===== src/rtl/pipelined_alu_flags_if.sv =====
// rtl/pipelined_alu_flags_if.sv - operand/result handshake bundle for pipelined_alu_flags
interface pipelined_alu_flags_if #(
    parameter int WIDTH = 32
);
    logic             IN_VALID;
    logic             IN_READY;
    logic [3:0]       FN;
    logic             MUL_EN;
    logic             ACC_EN;
    logic             S;
    logic [WIDTH-1:0] LEFT_OP;
    logic [WIDTH-1:0] RIGHT_OP;
    logic [WIDTH-1:0] ACC_OP;
    logic             SHIFTER_C;
    logic             FLAGS_WE;
    logic [3:0]       FLAGS_IN;
    logic             OUT_VALID;
    logic             OUT_READY;
    logic [WIDTH-1:0] ALU_OUTPUT;
    logic             RD_WE;
    logic [3:0]       FLAGS;

    modport master (
        output IN_VALID, FN, MUL_EN, ACC_EN, S, LEFT_OP, RIGHT_OP, ACC_OP,
               SHIFTER_C, FLAGS_WE, FLAGS_IN, OUT_READY,
        input  IN_READY, OUT_VALID, ALU_OUTPUT, RD_WE, FLAGS
    );

    modport slave (
        input  IN_VALID, FN, MUL_EN, ACC_EN, S, LEFT_OP, RIGHT_OP, ACC_OP,
               SHIFTER_C, FLAGS_WE, FLAGS_IN, OUT_READY,
        output IN_READY, OUT_VALID, ALU_OUTPUT, RD_WE, FLAGS
    );
endinterface


===== src/rtl/pipelined_alu_flags.sv =====
// rtl/pipelined_alu_flags.sv - registered ARM data-processing ALU with NZCV register and iterative MUL/MLA
module pipelined_alu_flags #(
    parameter int WIDTH = 32,
    parameter int CNT_W = 6
) (
    input logic                 CLK,
    input logic                 RST,
    pipelined_alu_flags_if.slave bus
);
    typedef enum logic [1:0] {IDLE, MUL, DONE} state_t;

    state_t           state, state_next;
    logic [CNT_W-1:0] cnt;
    logic [WIDTH-1:0] mcand, mplier, acc, acc_step;
    logic             mul_s;
    logic [WIDTH-1:0] alu_out_q;
    logic             rd_we_q, out_valid_q;
    logic [3:0]       flags_q, flags_next;

    logic             accept, alu_accept, mul_accept, mul_load, out_free;
    logic [WIDTH-1:0] add_a, add_b, logic_res, alu_res;
    logic [WIDTH:0]   sum;
    logic             add_cin, is_arith, is_test, alu_c, alu_v;

    assign out_free     = !out_valid_q || bus.OUT_READY;
    assign bus.IN_READY = (state == IDLE) && out_free;
    assign accept       = bus.IN_VALID && bus.IN_READY;
    assign alu_accept   = accept && !bus.MUL_EN;
    assign mul_accept   = accept && bus.MUL_EN;
    assign mul_load     = (state == DONE) && out_free;
    assign is_test      = (bus.FN[3:2] == 2'b10);

    assign bus.OUT_VALID  = out_valid_q;
    assign bus.ALU_OUTPUT = alu_out_q;
    assign bus.RD_WE      = rd_we_q;
    assign bus.FLAGS      = flags_q;

    always_comb begin
        state_next = state;
        case (state)
            IDLE:    if (mul_accept) state_next = MUL;
            MUL:     if (cnt == CNT_W'(WIDTH - 1)) state_next = DONE;
            DONE:    if (mul_load) state_next = IDLE;
            default: state_next = IDLE;
        endcase
    end

    // Subtraction is a + ~b + cin, so the carry-out is directly ARM's NOT-borrow.
    always_comb begin
        add_a    = bus.LEFT_OP;
        add_b    = bus.RIGHT_OP;
        add_cin  = 1'b0;
        is_arith = 1'b1;
        case (bus.FN)
            4'h2, 4'hA: begin add_b = ~bus.RIGHT_OP; add_cin = 1'b1; end
            4'h3:       begin add_a = bus.RIGHT_OP; add_b = ~bus.LEFT_OP; add_cin = 1'b1; end
            4'h4, 4'hB: add_cin = 1'b0;
            4'h5:       add_cin = flags_q[1];
            4'h6:       begin add_b = ~bus.RIGHT_OP; add_cin = flags_q[1]; end
            4'h7:       begin add_a = bus.RIGHT_OP; add_b = ~bus.LEFT_OP; add_cin = flags_q[1]; end
            default:    is_arith = 1'b0;
        endcase

        case (bus.FN)
            4'h0, 4'h8: logic_res = bus.LEFT_OP & bus.RIGHT_OP;
            4'h1, 4'h9: logic_res = bus.LEFT_OP ^ bus.RIGHT_OP;
            4'hC:       logic_res = bus.LEFT_OP | bus.RIGHT_OP;
            4'hD:       logic_res = bus.RIGHT_OP;
            4'hE:       logic_res = bus.LEFT_OP & ~bus.RIGHT_OP;
            4'hF:       logic_res = ~bus.RIGHT_OP;
            default:    logic_res = '0;
        endcase

        sum     = {1'b0, add_a} + {1'b0, add_b} + {{WIDTH{1'b0}}, add_cin};
        alu_res = is_arith ? sum[WIDTH-1:0] : logic_res;
        alu_c   = is_arith ? sum[WIDTH] : bus.SHIFTER_C;
        alu_v   = (add_a[WIDTH-1] == add_b[WIDTH-1]) && (sum[WIDTH-1] != add_a[WIDTH-1]);
    end

    // External write is the base; the op overrides only the fields it owns.
    always_comb begin
        flags_next = bus.FLAGS_WE ? bus.FLAGS_IN : flags_q;
        if (alu_accept && (bus.S || is_test)) begin
            flags_next[3] = alu_res[WIDTH-1];
            flags_next[2] = (alu_res == '0);
            flags_next[1] = alu_c;
            if (is_arith) flags_next[0] = alu_v;
        end else if (mul_load && mul_s) begin
            flags_next[3] = acc[WIDTH-1];
            flags_next[2] = (acc == '0);
        end
    end

    assign acc_step = mplier[0] ? (acc + mcand) : acc;

    always_ff @(posedge CLK) begin
        if (RST) begin
            state       <= IDLE;
            cnt         <= '0;
            mcand       <= '0;
            mplier      <= '0;
            acc         <= '0;
            mul_s       <= 1'b0;
            alu_out_q   <= '0;
            rd_we_q     <= 1'b0;
            out_valid_q <= 1'b0;
            flags_q     <= 4'b0000;
        end else begin
            state   <= state_next;
            flags_q <= flags_next;

            if (alu_accept) begin
                alu_out_q   <= alu_res;
                rd_we_q     <= !is_test;
                out_valid_q <= 1'b1;
            end else if (mul_load) begin
                alu_out_q   <= acc;
                rd_we_q     <= 1'b1;
                out_valid_q <= 1'b1;
            end else if (bus.OUT_READY) begin
                out_valid_q <= 1'b0;
            end

            if (mul_accept) begin
                mcand  <= bus.LEFT_OP;
                mplier <= bus.RIGHT_OP;
                acc    <= bus.ACC_EN ? bus.ACC_OP : '0;
                mul_s  <= bus.S;
                cnt    <= '0;
            end else if (state == MUL) begin
                acc    <= acc_step;
                mcand  <= mcand << 1;
                mplier <= mplier >> 1;
                cnt    <= cnt + 1'b1;
            end
        end
    end
endmodule


===== src/flat_wrapper.sv =====
// flat-port wrapper written by rule: the top's interface ports become plain ports
module pipelined_alu_flags_flat 
#(
    parameter int WIDTH = 32,
    parameter int CNT_W = 6
)
  (CLK, RST, bus_IN_VALID, bus_FN, bus_MUL_EN, bus_ACC_EN, bus_S, bus_LEFT_OP, bus_RIGHT_OP, bus_ACC_OP, bus_SHIFTER_C, bus_FLAGS_WE, bus_FLAGS_IN, bus_OUT_READY, bus_IN_READY, bus_OUT_VALID, bus_ALU_OUTPUT, bus_RD_WE, bus_FLAGS);
  pipelined_alu_flags_if #(.WIDTH(WIDTH)) bus_i ();
  input logic CLK;
  input logic RST;
  input wire logic [$bits(bus_i.IN_VALID)-1:0] bus_IN_VALID;
  input wire logic [$bits(bus_i.FN)-1:0] bus_FN;
  input wire logic [$bits(bus_i.MUL_EN)-1:0] bus_MUL_EN;
  input wire logic [$bits(bus_i.ACC_EN)-1:0] bus_ACC_EN;
  input wire logic [$bits(bus_i.S)-1:0] bus_S;
  input wire logic [$bits(bus_i.LEFT_OP)-1:0] bus_LEFT_OP;
  input wire logic [$bits(bus_i.RIGHT_OP)-1:0] bus_RIGHT_OP;
  input wire logic [$bits(bus_i.ACC_OP)-1:0] bus_ACC_OP;
  input wire logic [$bits(bus_i.SHIFTER_C)-1:0] bus_SHIFTER_C;
  input wire logic [$bits(bus_i.FLAGS_WE)-1:0] bus_FLAGS_WE;
  input wire logic [$bits(bus_i.FLAGS_IN)-1:0] bus_FLAGS_IN;
  input wire logic [$bits(bus_i.OUT_READY)-1:0] bus_OUT_READY;
  output wire logic [$bits(bus_i.IN_READY)-1:0] bus_IN_READY;
  output wire logic [$bits(bus_i.OUT_VALID)-1:0] bus_OUT_VALID;
  output wire logic [$bits(bus_i.ALU_OUTPUT)-1:0] bus_ALU_OUTPUT;
  output wire logic [$bits(bus_i.RD_WE)-1:0] bus_RD_WE;
  output wire logic [$bits(bus_i.FLAGS)-1:0] bus_FLAGS;
  assign bus_i.IN_VALID = bus_IN_VALID;
  assign bus_i.FN = bus_FN;
  assign bus_i.MUL_EN = bus_MUL_EN;
  assign bus_i.ACC_EN = bus_ACC_EN;
  assign bus_i.S = bus_S;
  assign bus_i.LEFT_OP = bus_LEFT_OP;
  assign bus_i.RIGHT_OP = bus_RIGHT_OP;
  assign bus_i.ACC_OP = bus_ACC_OP;
  assign bus_i.SHIFTER_C = bus_SHIFTER_C;
  assign bus_i.FLAGS_WE = bus_FLAGS_WE;
  assign bus_i.FLAGS_IN = bus_FLAGS_IN;
  assign bus_i.OUT_READY = bus_OUT_READY;
  assign bus_IN_READY = bus_i.IN_READY;
  assign bus_OUT_VALID = bus_i.OUT_VALID;
  assign bus_ALU_OUTPUT = bus_i.ALU_OUTPUT;
  assign bus_RD_WE = bus_i.RD_WE;
  assign bus_FLAGS = bus_i.FLAGS;
  pipelined_alu_flags #(.WIDTH(WIDTH), .CNT_W(CNT_W)) u_core (.CLK(CLK), .RST(RST), .bus(bus_i));
endmodule

===== config.mk =====
export PLATFORM = sky130hd
export DESIGN_NAME = pipelined_alu_flags_flat
export DESIGN_NICKNAME = d
export VERILOG_FILES = /design/src/rtl/pipelined_alu_flags_if.sv /design/src/rtl/pipelined_alu_flags.sv /design/src/flat_wrapper.sv
export SDC_FILE = /design/constraint.sdc
export NUM_CORES = 1
export LEC_CHECK = 0
export CORE_MARGIN = 4
export CORE_UTILIZATION = 45
export CTS_CLUSTER_DIAMETER = 200
export CTS_CLUSTER_SIZE = 40
export DETAILED_ROUTE_END_ITERATION = 10
export PLACE_DENSITY = 0.64
export SYNTH_ARGS = -nofsm -noshare
export SYNTH_HDL_FRONTEND = slang
export SYNTH_SLANG_ARGS = --single-unit

===== constraint.sdc =====
create_clock -name CLK -period 14.71 [get_ports CLK]
set_input_delay 4.413 -clock CLK [delete_from_list [all_inputs] [get_ports CLK]]
set_output_delay 4.413 -clock CLK [all_outputs]
set_load 0.005 [all_outputs]

== After elaboration in Yosys (flattened, before gate mapping) ==
Index checks and enable logic that the tools add are counted.
Word-level totals
  input port bits: 113
  flip-flop bits (word level): 143
Cells by class
  multiplexer cells: 31
  reduce and logical (&&, ||, !) cells: 33
  bitwise gates (word level): 6
  eq/ne operators: 24
  add/sub/neg operators: 4
Operators by type and width (number)
  $mux 32: 12
  $pmux 32 s6: 1
  $and 32x32->32: 2
  $logic_not 32->1: 2
  $not 32->32: 2
  $pmux 32 s2: 1
  $add 32x32->33: 1
  $add 33x1->33: 1
  $add 32x32->32: 1
  $eq 4x4->1 const B: 8
  $or 32x32->32: 1
  $xor 32x32->32: 1
  $eq 4x3->1 const B: 4
  $mux 2: 6
  $reduce_or 3->1: 3
  $eq 4x2->1 const B: 2
  $logic_and 1x1->1: 8
  $mux 1: 8
  $reduce_bool 2->1: 4
  $reduce_or 2->1: 4
  $reduce_or 8->1: 1
  $add 6x1->6 const B: 1
  $eq 6x5->1 const B: 1
  $ne 2x1->1 const B: 3
  other kinds (15): 20

== Longest topological paths before layout ==
  depth after elaboration: 9
  gate-level depth with buffers: 22
  depth with buffers taken out: 18

== Worst setup path before layout ==
OpenSTA, ideal clock, no wires.
  kind: input port to output port
  from: input port bus_OUT_READY
  to: output port bus_IN_READY
  stages on the path: 2
  data arrival time: 4.770 ns
  setup slack: 5.527 ns
  path buffers: 0
  data required time: 10.297 ns
  path through: nor2b_1 -> nor3_1
Between the ends
  word-level cells in the longest chain between the ends: 2
RTL lines
  start: declaration: line flat_wrapper.sv:22  | input wire logic [$bits(bus_i.OUT_READY)-1:0] bus_OUT_READY;
  $logic_or 1x1->1: line pipelined_alu_flags.sv:25  | assign out_free = !out_valid_q || bus.OUT_READY;
  $logic_and 1x1->1: line pipelined_alu_flags.sv:26  | assign bus.IN_READY = (state == IDLE) && out_free;
  end: declaration: line flat_wrapper.sv:23  | output wire logic [$bits(bus_i.IN_READY)-1:0] bus_IN_READY;
Every way passes these cells.

== Worst setup path in the final report ==
Same ends and word-level chain as after synthesis.

==> impl_metrics.env <==
export IMPL_ios=152
export IMPL_grt_pass1_vias=13300
export IMPL_gr_total_overflow=0
export IMPL_cp_max_fo=5
export IMPL_cts_root_buf="clkbuf_16"
export IMPL_fp_dieArea_sq_mm=0.0319
export IMPL_layout_commonest_cell="nand2_1"
export IMPL_use_met1_pct=43.6
export IMPL_synth_cells=1848
export IMPL_drt_iter0_drc=1709
export IMPL_cp_end_kind="output pin"
export IMPL_synth_area_sq_mm=0.0131
export IMPL_startpoint="bus_OUT_READY"
export IMPL_p_leak_nw=6.07
export IMPL_r2r_end="u_core.bus.FLAGS[2]"
export IMPL_r2r_start="u_core.bus.FLAGS[1]"
export IMPL_use_met3_pct=4.96
export IMPL_async_flop_share_pct=0
export IMPL_mostFrequentLayoutCells="nand2_1 (293), o21ai_0 (171), a21oi_1 (152), clkdlybuf4s50_1 (149), dfxtp_1 (143)"
export IMPL_die_w_um=179
export IMPL_cts_tree="yes"
export IMPL_portBuffers=151
export IMPL_hold_class="reg -> reg"
export IMPL_post_cts_setup_buffers=0
export IMPL_syn_num_nets=2059
export IMPL_gp_congestion=0.935
export IMPL_clock_latency_ns=0.44
export IMPL_max_freq_mhz=95.6
export IMPL_clock_skew_ns=0.00925
export IMPL_grt_pass1_wl_um=77400
export IMPL_clkTransAtPathRegs_ns=0.06
export IMPL_final_hold_violation_count=0
export IMPL_yosys_area_top_type="dfxtp_1"
export IMPL_synth_avg_cell_area_sq_um=7.08
export IMPL_critPathLaunchType="input port"
export IMPL_std_cell_rows=62
export IMPL_wl_per_cell_um=22.3
export IMPL_setup_tns_ns=0
export IMPL_dpl_hpwl_um=37000
export IMPL_synth_top_area_share_pct=21.9
export IMPL_core_area_sq_mm=0.0287
export IMPL_maxCapViolations=0
export IMPL_vias=14600
export IMPL_arrival_ns=6.04
export IMPL_vdd_drop_max_mv=0.0766
export IMPL_synth_seq_cells=143
export IMPL_r2r_slack_ns=10.76
export IMPL_finalSetupViolations=0
export IMPL_cts_buffer_depth=2
export IMPL_preCtsSetupSlack_ns=4.26
export IMPL_nets=2120
export IMPL_worst_r2r_path_depth=16
export IMPL_p_total_mw=1.43
export IMPL_grt_use_total_pct=31.3
export IMPL_synth_yosys_seq_area_share_pct=21.9
export IMPL_drt_total_wl_um=51500
export IMPL_yosysWarningCount=0
export IMPL_worst_slew_pin_slew_ns=1.02
export IMPL_grt_max_degree=94
export IMPL_vias_per_cell=6.34
export IMPL_cts_num_sinks=143
export IMPL_slew_headroom_pct=32.2
export IMPL_ys_flop_type="dfxtp_1"
export IMPL_drive_gt1_share_pct=6.19
export IMPL_ant_nets=0
export IMPL_cts_hold_buf=0
export IMPL_setup_slack_ns=4.25
export IMPL_syn2layout_area_growth_pct=17.4
export IMPL_synthTopCellsByArea="dfxtp_1 (22%), ha_1 (9.1%), nand2_1 (8.4%), o21ai_0 (6.5%), a21oi_1 (5.8%)"
export IMPL_endpoint="bus_IN_READY"
export IMPL_fp_dieH_um=179
export IMPL_finalCritPeriodShare_pct=71.1
export IMPL_period_needed_ns=10.46
export IMPL_outcome="finished, final reports clean"
export IMPL_rsz0062_at_grt="no"
export IMPL_first_pass_iters=8
export IMPL_cts_max_level=4
export IMPL_synth_edf_count=0
export IMPL_postCtsResizedCells=0
export IMPL_met2_usage_pct=49.6
export IMPL_powerDensity_mw_per_mm2=93.1
export IMPL_remaining_drc_errors=0
export IMPL_yosysUniqueCellTypes=95
export IMPL_slew_violations=0
export IMPL_cts_made_buffers=17
export IMPL_whs_path_depth=2
export IMPL_antenna_found_initial=4
export IMPL_initial_core_util_pct=45.6
export IMPL_path_class="in -> out"
export IMPL_top_usage_layer="met2"
export IMPL_worstPathRequired_ns=10.30
-- sequential cells by signal, indices dropped and copies added, names as in the netlist --
register	flops
u_core.bus.RD_WE	1
u_core.mcand	32
u_core.bus.FLAGS	4
u_core.cnt	6
u_core.state	2
u_core.acc	32
u_core.bus.ALU_OUTPUT	32
u_core.bus.OUT_VALID	1
u_core.mul_s	1
u_core.mplier	32
-- synth_stat cells (9+ instances only) --
master	instances
nand4_1	15
mux2_2	9
and3_1	23
nand2b_1	9
clkbuf_1	99
xor2_1	16
nand2_1	293
o21ai_0	171
or3_1	11
ha_1	95
o211ai_1	11
nor2_1	139
dfxtp_1	143
a21oi_1	152
nor3_1	53
a21o_1	34
o31ai_1	11
a221oi_1	9
a31oi_1	10
o22ai_1	16
inv_1	92
buf_2	14
buf_1	12
nand3_1	34
o21bai_1	12
a22oi_1	42
xnor2_1	29
a311oi_1	56
a211oi_1	32
mux2i_1	9
nor2b_1	13
nor4_1	16
-- worst max-delay path: stages --
cell             delay [ns]
clkdlybuf4s50_1        0.45
nor2b_1                0.10
nor3_1                 0.47
clkdlybuf4s50_1        0.61
-- worst min-delay path by stage --
stage / startpoint / to
3_3_place_gp: u_core.mplier[10] / u_core.mplier[10]
5_1_grt: u_core.mplier[10] / u_core.mplier[10]
6_report: u_core.mplier[28] / u_core.mplier[28]
2_1_floorplan: u_core.mplier[10] / u_core.mplier[10]
3_5_place_dp: u_core.mplier[8] / u_core.mplier[8]
4_1_cts: u_core.mplier[8] / u_core.mplier[8]
-- through the flow --
stage          instance area (sq um)  hold slack [ns]  util, %  cells
2_1_floorplan                  13100            0.436        -   1848
3_5_place_dp                   14700            0.446     51.3   2274
5_1_grt                        15400            0.474     53.5   2306
4_1_cts                        15400            0.456     53.5   2306
6_report                       15400            0.456     53.5   2307
3_3_place_gp                   14700            0.442     51.3   2274
-- kinds of logic after synthesis --
logic type / count (synthesis) / synth area share, %
buffers and inverters: 227 / 7.02
AOI/OAI and AO/OA: 673 / 34.9
and+or+nand+nor: 644 / 22.2
muxes: 18 / 1.46
xor gates and xnor gates: 45 / 3.01
adders and majority gates: 98 / 9.54
DFF: 143 / 21.9
-- final cells by class --
cell class / count / area [sq um]
inverter: 94 / 353
clock inverter: 13 / 176
timing repair buffer: 175 / 1680
clock buffer: 19 / 443
antenna: 1 / 2.50
multi-input combinational: 1478 / 9360
sequential: 143 / 2860
fill: 2850 / 13300
tap: 384 / 480
-- layer usage --
metal,wire length [um],vias up
li1,-,6918
met1,22700,6986
met2,23200,630
met3,4170,86
met4,1440,4
met5,21,-
-- power by group --
part           total (mW)  switching [mW]  internal (mW)
clock               0.473           0.197          0.275
combinational       0.512           0.310          0.202
sequential          0.445          0.0296          0.416
total                1.43           0.537          0.893
Note: power is estimated with default switching activity, not from simulation.
